==> src/rtl/cpu_pkg.sv <==
// Shared types and constants for the 5-stage MIPS core: default widths,
// control-bundle bit layout, and the ID/EX stage state encoding.
package cpu_pkg;

    localparam int DATA_W_DEF = 32;
    localparam int ADDR_W_DEF = 5;
    localparam int CTRL_W_DEF = 8;

    localparam int CTRL_REG_WRITE  = 0;
    localparam int CTRL_MEM_READ   = 1;
    localparam int CTRL_MEM_WRITE  = 2;
    localparam int CTRL_MEM_TO_REG = 3;
    localparam int CTRL_ALU_SRC    = 4;
    localparam int CTRL_ALU_OP_LSB = 5;
    localparam int CTRL_ALU_OP_MSB = 7;

    // state     | meaning
    // S_RUN     | normal flow, capture ID every unstalled cycle
    // S_HAZ     | one load-use bubble issued, capture the held instruction next
    typedef enum logic {
        S_RUN = 1'b0,
        S_HAZ = 1'b1
    } idex_state_e;

    typedef enum logic [1:0] {
        ACT_CAPTURE = 2'd0,
        ACT_BUBBLE  = 2'd1,
        ACT_HOLD    = 2'd2
    } idex_act_e;

endpackage

==> src/rtl/id_ex_hazard_detect.sv <==
// Combinational load-use compare between the EX entry and the instruction in ID.
// Also used by the ID branch-compare path, so it carries no state.
module id_ex_hazard_detect #(
    parameter int ADDR_W = 5
) (
    input  logic              ex_valid_i,
    input  logic              ex_mem_read_i,
    input  logic [ADDR_W-1:0] ex_rd_addr_i,
    input  logic              id_valid_i,
    input  logic [ADDR_W-1:0] id_rs_addr_i,
    input  logic [ADDR_W-1:0] id_rt_addr_i,
    output logic              hazard_o
);

    logic src_match;

    // rt is compared even for formats that do not read it; a spurious stall is harmless
    assign src_match = (id_rs_addr_i == ex_rd_addr_i) || (id_rt_addr_i == ex_rd_addr_i);

    assign hazard_o = ex_valid_i && ex_mem_read_i && (ex_rd_addr_i != '0)
                      && id_valid_i && src_match;

endmodule

==> src/rtl/id_ex_stage.sv <==
// ID/EX pipeline register with writeback bypass, load-use bubble insertion,
// flush and downstream stall. Optional perf counters: define IDEX_PERF_CNT_EN.
module id_ex_stage
    import cpu_pkg::*;
#(
    parameter int DATA_W = DATA_W_DEF,
    parameter int ADDR_W = ADDR_W_DEF,
    parameter int CTRL_W = CTRL_W_DEF
) (
    input  logic              clk_i,
    input  logic              rst_i,
    input  logic              id_valid_i,
    input  logic [ADDR_W-1:0] id_rs_addr_i,
    input  logic [ADDR_W-1:0] id_rt_addr_i,
    input  logic [ADDR_W-1:0] id_rd_addr_i,
    input  logic [DATA_W-1:0] id_rs_data_i,
    input  logic [DATA_W-1:0] id_rt_data_i,
    input  logic [DATA_W-1:0] id_imm_i,
    input  logic [CTRL_W-1:0] id_ctrl_i,
    input  logic              wb_reg_write_i,
    input  logic [ADDR_W-1:0] wb_rd_addr_i,
    input  logic [DATA_W-1:0] wb_rd_data_i,
    input  logic              flush_i,
    input  logic              ex_stall_i,
    output logic              id_stall_o,
    output logic              ex_valid_o,
    output logic [ADDR_W-1:0] ex_rs_addr_o,
    output logic [ADDR_W-1:0] ex_rt_addr_o,
    output logic [ADDR_W-1:0] ex_rd_addr_o,
    output logic [DATA_W-1:0] ex_rs_data_o,
    output logic [DATA_W-1:0] ex_rt_data_o,
    output logic [DATA_W-1:0] ex_imm_o,
`ifdef IDEX_PERF_CNT_EN
    output logic [15:0]       perf_bubble_cnt_o,
    output logic [15:0]       perf_flush_cnt_o,
`endif
    output logic [CTRL_W-1:0] ex_ctrl_o
);

    idex_state_e state_q, state_d;
    idex_act_e   act;
    logic        hazard;
    logic        wb_hit_rs, wb_hit_rt;
    logic [DATA_W-1:0] rs_data_byp, rt_data_byp;

    id_ex_hazard_detect #(.ADDR_W(ADDR_W)) u_hazard (
        .ex_valid_i    (ex_valid_o),
        .ex_mem_read_i (ex_ctrl_o[CTRL_MEM_READ]),
        .ex_rd_addr_i  (ex_rd_addr_o),
        .id_valid_i    (id_valid_i),
        .id_rs_addr_i  (id_rs_addr_i),
        .id_rt_addr_i  (id_rt_addr_i),
        .hazard_o      (hazard)
    );

    // Register 0 is hardwired, so a write to it must never be forwarded
    assign wb_hit_rs = wb_reg_write_i && (wb_rd_addr_i != '0) && (wb_rd_addr_i == id_rs_addr_i);
    assign wb_hit_rt = wb_reg_write_i && (wb_rd_addr_i != '0) && (wb_rd_addr_i == id_rt_addr_i);

    assign rs_data_byp = wb_hit_rs ? wb_rd_data_i : id_rs_data_i;
    assign rt_data_byp = wb_hit_rt ? wb_rd_data_i : id_rt_data_i;

    always_comb begin
        state_d    = state_q;
        act        = ACT_CAPTURE;
        id_stall_o = 1'b0;
        if (flush_i) begin
            act     = ACT_BUBBLE;
            state_d = S_RUN;
        end else if (ex_stall_i) begin
            act        = ACT_HOLD;
            id_stall_o = 1'b1;
        end else begin
            case (state_q)
                S_RUN: begin
                    if (hazard) begin
                        act        = ACT_BUBBLE;
                        id_stall_o = 1'b1;
                        state_d    = S_HAZ;
                    end
                end
                S_HAZ:   state_d = S_RUN;
                default: state_d = S_RUN;
            endcase
        end
        if (rst_i) begin
            id_stall_o = 1'b0;
            state_d    = S_RUN;
        end
    end

    always_ff @(posedge clk_i) begin
        if (rst_i) begin
            state_q <= S_RUN;
        end else begin
            state_q <= state_d;
        end
    end

    always_ff @(posedge clk_i) begin
        if (rst_i) begin
            ex_valid_o   <= 1'b0;
            ex_rs_addr_o <= '0;
            ex_rt_addr_o <= '0;
            ex_rd_addr_o <= '0;
            ex_rs_data_o <= '0;
            ex_rt_data_o <= '0;
            ex_imm_o     <= '0;
            ex_ctrl_o    <= '0;
        end else begin
            case (act)
                ACT_CAPTURE: begin
                    // Invalid ID slots become zeroed bubbles so EX never sees stale fields
                    ex_valid_o   <= id_valid_i;
                    ex_rs_addr_o <= id_valid_i ? id_rs_addr_i : '0;
                    ex_rt_addr_o <= id_valid_i ? id_rt_addr_i : '0;
                    ex_rd_addr_o <= id_valid_i ? id_rd_addr_i : '0;
                    ex_rs_data_o <= id_valid_i ? rs_data_byp  : '0;
                    ex_rt_data_o <= id_valid_i ? rt_data_byp  : '0;
                    ex_imm_o     <= id_valid_i ? id_imm_i     : '0;
                    ex_ctrl_o    <= id_valid_i ? id_ctrl_i    : '0;
                end
                ACT_BUBBLE: begin
                    ex_valid_o   <= 1'b0;
                    ex_rs_addr_o <= '0;
                    ex_rt_addr_o <= '0;
                    ex_rd_addr_o <= '0;
                    ex_rs_data_o <= '0;
                    ex_rt_data_o <= '0;
                    ex_imm_o     <= '0;
                    ex_ctrl_o    <= '0;
                end
                default: ;
            endcase
        end
    end

`ifdef IDEX_PERF_CNT_EN
    logic bubble_evt, flush_evt;

    assign bubble_evt = !flush_i && !ex_stall_i && (state_q == S_RUN) && hazard;
    assign flush_evt  = flush_i && id_valid_i;

    always_ff @(posedge clk_i) begin
        if (rst_i) begin
            perf_bubble_cnt_o <= '0;
            perf_flush_cnt_o  <= '0;
        end else begin
            if (bubble_evt && (perf_bubble_cnt_o != 16'hFFFF))
                perf_bubble_cnt_o <= perf_bubble_cnt_o + 16'd1;
            if (flush_evt && (perf_flush_cnt_o != 16'hFFFF))
                perf_flush_cnt_o <= perf_flush_cnt_o + 16'd1;
        end
    end
`endif

endmodule

==> config.mk <==
export PLATFORM = sky130hd
export DESIGN_NAME = id_ex_stage
export DESIGN_NICKNAME = d
export VERILOG_FILES = /design/src/rtl/cpu_pkg.sv /design/src/rtl/id_ex_hazard_detect.sv /design/src/rtl/id_ex_stage.sv
export SDC_FILE = /design/constraint.sdc
export NUM_CORES = 1
export LEC_CHECK = 0
export CAP_MARGIN = 20
export CORE_MARGIN = 2
export CORE_UTILIZATION = 40
export DETAILED_ROUTE_END_ITERATION = 8
export PLACE_DENSITY = 0.85
export RECOVER_POWER = 25
export SYNTH_ARGS = -nofsm -noshare
export SYNTH_HDL_FRONTEND = slang
export SYNTH_SLANG_ARGS = --single-unit
==> constraint.sdc <==
create_clock -name clk_i -period 2.6 [get_ports clk_i]
set_input_delay 0.39 -clock clk_i [delete_from_list [all_inputs] [get_ports clk_i]]
set_output_delay 0.39 -clock clk_i [all_outputs]
set_load 0.01 [all_outputs]
# --- Yosys cells after proc, flatten, opt, wreduce, memory -nomap -nowiden ---
# Cells that the tools add are included.
op_classes:
  eq_ne: 5
  bitwise: 1
  muxes: 27
  reduce_logical: 13
op_table:
  columns: ["op", "n"]
  rows:
  - ["$pmux W32 S2", 3]
  - ["$mux W32", 5]
  - ["$pmux W5 S2", 3]
  - ["$eq A5 B5 Y1", 4]
  - ["$pmux W8 S2", 1]
  - ["$mux W5", 3]
  - ["$reduce_bool A5 Y1", 2]
  - ["$mux W8", 1]
  - ["$logic_and A1 B1 Y1", 7]
  - ["$mux W1", 7]
  - ["$mux W2", 2]
  - ["$pmux W1 S2", 2]
  - ["$eq A2 B1 Y1 const B", 1]
  - ["$logic_not A2 Y1", 1]
  - ["$reduce_bool A2 Y1", 1]
  - ["$reduce_or A2 Y1", 1]
  - ["$logic_or A1 B1 Y1", 1]
  - ["$not A1 Y1", 1]
totals:
  output_inout_bits: 121
  elab_cells: 55
  inputBits: 162
  reg_bits: 121

# --- Depth between registers and ports, before layout ---
depth:
  depth_word: 10
  ltp_mapped: 7
  depth_no_buf: 5

# --- Hierarchy ---
# From an unflattened synthesis, not the netlist that was laid out.
hier_totals:
  hier_cells: 556
  hier_area_um2: 4952.2
modules_own_cells:
  columns: ["module", "seq_area_each_um2", "area_per_inst_um2", "instances", "cells_per_inst"]
  rows:
  - ["id_ex_stage", 2422.3, 4823.4, 1, 539]
  - ["id_ex_hazard_detect", 0.0, 128.9, 1, 17]

# --- Worst setup path after synthesis ---
# OpenSTA, ideal clock, no wires.
synth_timing:
  path_type: "input to register"
  startpoint: "input port wb_rd_addr_i[1]"
  endpoint: "register ex_rs_data_o[4]"
  cell_stages: 6
  required_ns: 2.468
  arrival_time_ns: 1.617
  setup_ns: 0.132
  path_slack_ns: 0.851
  n_path_buf: 1
  path_cell_list: "or4_1 o21ai_2 nor4_4 buf_6 mux2i_1 o21ai_0"
synth_between:
  elab_chain_len: 6
  word_cells_on_any_way: 7
  cone_classes: "eq/ne (1); mux (3); reduce/logical (3)"
synth_rtl:
  columns: ["element", "line", "source"]
  rows:
  - ["from (decl)", "id_ex_stage.sv:21", "input logic [ADDR_W-1:0] wb_rd_addr_i,"]
  - ["$reduce_bool A5 Y1", "id_ex_stage.sv:57", "assign wb_hit_rs = wb_reg_write_i && (wb_rd_addr_i != '0) && (wb_rd_addr_i == id_rs_addr_i);"]
  - ["$logic_and A1 B1 Y1", "id_ex_stage.sv:57", null]
  - ["$logic_and A1 B1 Y1 (*)", "id_ex_stage.sv:57", null]
  - ["$mux W32 (*)", "id_ex_stage.sv:60", "assign rs_data_byp = wb_hit_rs ? wb_rd_data_i : id_rs_data_i;"]
  - ["$mux W32 (*)", "id_ex_stage.sv:118", "ex_rs_data_o <= id_valid_i ? rs_data_byp : '0;"]
  - ["$pmux W32 S2 (*)", "id_ex_stage.sv:111", "case (act)"]
  - ["to (signal assigned)", "id_ex_stage.sv:118", null]
  - ["to (decl)", "id_ex_stage.sv:30", "output logic [DATA_W-1:0] ex_rs_data_o,"]
# Mark *: on every way between the ends. The rest lies on a longest branch, timed or not.
# A chain may end at the register's enable or synchronous reset.

# --- Worst setup path in the final report ---
layout_timing:
  startpoint: "register ex_rd_addr_o[0]"
  endpoint: "output port id_stall_o"
layout_between:
  elab_chain_len: 9
  word_cells_on_any_way: 12
  cone_classes: "eq/ne (2); mux (5); reduce/logical (5)"
layout_rtl:
  columns: ["element", "line", "source"]
  rows:
  - ["from (decl)", "id_ex_stage.sv:29", "output logic [ADDR_W-1:0] ex_rd_addr_o,"]
  - ["from (signal assigned)", "id_ex_stage.sv:117", "ex_rd_addr_o <= id_valid_i ? id_rd_addr_i : '0;"]
  - ["$reduce_bool A5 Y1", "id_ex_hazard_detect.sv:20", "assign hazard_o = ex_valid_i && ex_mem_read_i && (ex_rd_addr_i != '0)"]
  - ["$logic_and A1 B1 Y1", "id_ex_hazard_detect.sv:20", null]
  - ["$logic_and A1 B1 Y1", "id_ex_hazard_detect.sv:21", "&& id_valid_i && src_match;"]
  - ["$logic_and A1 B1 Y1 (*)", "id_ex_hazard_detect.sv:21", null]
  - ["$mux W1 (*)", "id_ex_stage.sv:76", "if (hazard) begin"]
  - ["$mux W1 (*)", "id_ex_stage.sv:74", "case (state_q)"]
  - ["$mux W1 (*)", "id_ex_stage.sv:70", "end else if (ex_stall_i) begin"]
  - ["$mux W1 (*)", "id_ex_stage.sv:67", "if (flush_i) begin"]
  - ["$mux W1 (*)", "id_ex_stage.sv:86", "if (rst_i) begin"]
  - ["to (decl)", "id_ex_stage.sv:25", "output logic id_stall_o,"]
# Marked as above.

==> impl_metrics.csv <==
group,metric,value,unit
grt,number_of_antenna_violations_at_the_first_check_in_global_routing,0,
sta,grt_setup_unrepaired,"false",
drt,route.final.wire_length,15.3,mm
cts,clkTransAtPathRegs,0.05,ns
sta,finalHoldViolCount,0,
min_path,hp-class,"flip-flop to flip-flop",
yosys,yosys_warnings,0,
power_and_ir_drop,pwr-share-comb,0.113,
power_and_ir_drop,power-per-cell-area,583,nW/µm²
sta,maxSlewViolCount,0,
power_and_ir_drop,seq_power_share,0.393,
yosys,count_of_flip_flops_with_a_built_in_enable_after_synthesis,0,
floorplan,die_width,114,µm
critical_path,criticalPathCategory,"flip-flop to primary output",
yosys,synth-seq-area-share,0.504,
sta,max_clock_freq,417,MHz
yosys,netlist.top_cell.by_area,"sky130_fd_sc_hd__dfxtp_1",
power_and_ir_drop,p_sw,1.05,mW
yosys,synth_fp_nets,609,
yosys,synth_area,4800,µm²
drt,initialDrtViolationCount,255,
yosys,synth-main-ff-cell,"sky130_fd_sc_hd__dfxtp_1",
cells_and_area,layout-area-overhead-vs-synth,74.2,%
sta,fin_ws,0.203,ns
critical_path,arrival,2.01,ns
outcome,run_status,"completed",
sta,period_needed,2.40,ns
critical_path,r2r_slack,0.64,ns
power_and_ir_drop,power.clock.fraction,0.494,
sta,layout_worst_path_cycle_share,0.922,
grt,number_of_global_route_vias_before_repair,4603,
drt,route.detailed.drc,0,
floorplan,floorplan.initialDensity,0.405,
sta,whs,0.442,ns
floorplan,row_count,40,
placed_design,hpwlAfterDp,11.5,mm
cts,worstSkewPairLatency,0.40,ns
sta,finClkSkew,0.00648,ns
grt,grt_first_pass_wirelength,23.6,mm
power_and_ir_drop,peakVddDrop,0.478,mV
sta,max-slew-margin-rel,0.331,
cells_and_area,num_antenna_cells,0,
floorplan,core_region_area,11900,µm²
grt,globalRouteTotalUtil,0.232,
cts,clockBufferDepth,2,
critical_path,end_kind,"primary output",
grt,grt_max_degree,65,
cts,cts_tree,"yes",
cells_and_area,final_design_area_no_fill,8370,µm²
cts,cts_num_sinks,121,
drt,num_vias,4517,
cts,cts-buffers-inserted,17,
placed_design,placedInstanceArea,7730,µm²
placed_design,buffer_ports.inserted,282,
drt,routedWlPerCell,17.0,µm
drt,detailed_router_iteration_count_before_antenna_repair,4,
critical_path,path_max_fanout,5,
yosys,synth_common_cells,"sky130_fd_sc_hd__dfxtp_1 (121), sky130_fd_sc_hd__nand2_1 (66), sky130_fd_sc_hd__mux2i_1 (64)",
drt,via_per_inst,5.02,
grt,gr-total-overflow,0,
yosys,async_flop_share,0,
yosys,syn_area_per_cell,10.7,µm²
yosys,post_synth_inst_count,447,
sta,finalSetupViolations,0,
floorplan,io-pin-count,283,
job,cap_viol_max_count,0,
yosys,yosysMostFrequentCell,"sky130_fd_sc_hd__dfxtp_1",
yosys,synthDistinctLibCells,30,
power_and_ir_drop,lkg_pwr,3.23,nW
critical_path,kind_of_start_point_of_the_critical_path,"flip-flop",
placed_design,final_weighted_congestion_of_routability_driven_global_placement,0.827,
cts,cts.htree.levels,4,
critical_path,worst-endpoint-required,2.21,ns
drt,count_of_antenna_violating_nets_left_after_detailed_routing,0,
cts,cts.root.buffer_cell,"sky130_fd_sc_hd__clkbuf_16",
floorplan,design.die.area,12900,µm²
sta,final.setup.tns,0,ns
cells_and_area,finalNetCount,901,
cells_and_area,drive_above_1_share,0.0931,
yosys,synthTopCellsByArea,"sky130_fd_sc_hd__dfxtp_1 (50%), sky130_fd_sc_hd__mux2i_1 (13%), sky130_fd_sc_hd__a22o_1 (9.1%), sky130_fd_sc_hd__o21ai_1 (6.3%), sky130_fd_sc_hd__nand2_1 (5.2%)",
sta,worst_pin_slew,0.997,ns
yosys,synth_largest_type_area_fraction,0.504,
placed_design,dpl.cell_count,866,
placed_design,detailedPlace.worstSlack,-0.177,ns
power_and_ir_drop,power_switching_share,0.215,
floorplan,fp.dieH,114,µm
yosys,yosys_register_bits,121,
cells_and_area,final_cells,899,
power_and_ir_drop,p_int,3.83,mW
[power by group through the flow]
| stage | Clock [mW] | Sequential, mW | Combinational [mW] |
|---|---|---|---|
| 2_1_floorplan | 0 | 1.97 | 0.154 |
| 3_3_place_gp | 0 | 1.95 | 0.545 |
| 3_5_place_dp | 0 | 1.96 | 0.556 |
| 4_1_cts | 2.46 | 1.92 | 0.560 |
| 5_1_grt | 2.54 | 1.92 | 0.585 |
| 6_report | 2.41 | 1.92 | 0.549 |
[registers in the layout, indices dropped and copies added, names as in the netlist, 5 cells and up]
signal and count:
ex_imm_o 32, ex_rs_data_o 32, ex_rs_addr_o 5, ex_ctrl_o 8, ex_rt_addr_o 5, ex_rt_data_o 32, ex_rd_addr_o 5
[cell type report]
cell class,instances,area (µm²)
clock buffer,21,470
clock inverter,11,145
fill,873,3490
multi-input combinational,294,2100
sequential,121,2420
tap,147,184
timing repair buffer,305,3040
[worst max-delay path, stage by stage, from the launching register on]
cell and delay, ns:
sky130_fd_sc_hd__dfxtp_1 0.36, sky130_fd_sc_hd__or4_4 0.57, sky130_fd_sc_hd__o21ai_4 0.17, sky130_fd_sc_hd__nor2_1 0.05
sky130_fd_sc_hd__o21a_1 0.17, sky130_fd_sc_hd__dlygate4sd2_1 0.28
[what timing repair did]
item | 4_1_cts | 5_1_grt
resized for setup | 3 | 0
buffers inserted | 1 | 0
endpoints found under the setup margin | 1 | 0
hold buffers | 0 | 0
[logic make-up after synthesis]
| family | count (synthesis) | share of synthesized area |
|---|---|---|
| AO/OA/AOI/OAI | 128 | 0.186 |
| XOR/XNOR | 20 | 0.0365 |
| buffers and inverters | 32 | 0.0628 |
| flip-flops | 121 | 0.504 |
| multiplexers | 64 | 0.133 |
| AND/OR/NAND/NOR | 82 | 0.0774 |
[per-layer routing]
metal,GRT usage,vias up,part of all wire
li1,-,2187,-
met1,0.250,2077,0.39
met5,0,-,0
met4,0.0976,0,0.026
met2,0.408,219,0.49
met3,0.0914,34,0.093
[cell usage in the layout (no fill, tap or decap), types with 4 or more instances in the layout]
| master | netlist | layout |
|---|---|---|
| sky130_fd_sc_hd__o21ai_1 | 60 | 60 |
| sky130_fd_sc_hd__dlygate4sd3_1 | 0 | 60 |
| sky130_fd_sc_hd__xnor2_1 | 6 | 6 |
| sky130_fd_sc_hd__clkinvlp_4 | 0 | 6 |
| sky130_fd_sc_hd__a22o_2 | 5 | 5 |
| sky130_fd_sc_hd__clkdlybuf4s50_1 | 0 | 221 |
| sky130_fd_sc_hd__buf_12 | 5 | 4 |
| sky130_fd_sc_hd__xor2_1 | 14 | 14 |
| sky130_fd_sc_hd__mux2i_1 | 64 | 64 |
| sky130_fd_sc_hd__clkbuf_16 | 0 | 17 |
| sky130_fd_sc_hd__nand2_1 | 66 | 66 |
| sky130_fd_sc_hd__dfxtp_1 | 121 | 121 |
| sky130_fd_sc_hd__buf_4 | 2 | 19 |
| sky130_fd_sc_hd__nor2_1 | 4 | 4 |
| sky130_fd_sc_hd__o21ai_0 | 5 | 5 |
| sky130_fd_sc_hd__a22o_1 | 50 | 50 |
[stage by stage]
step	power (mW)	utilization
floorplan	2.13	-
global placement	2.50	0.652
detailed placement	2.51	0.652
CTS	4.93	0.705
global route	5.04	0.705
finish	4.88	0.705
[worst paths after layout]
| kind | from | to | cells past startpoint |
|---|---|---|---|
| worst max-delay path | ex_rd_addr_o[0] | id_stall_o | 5 |
| worst min-delay path | ex_rs_data_o[12] | ex_rs_data_o[12] | 2 |
| worst max register to register | ex_rd_addr_o[4] | ex_imm_o[31] | 7 |
| worst min register to register | ex_rs_data_o[12] | ex_rs_data_o[12] | 2 |
No activity file was read; power rests on OpenSTA's default activity.
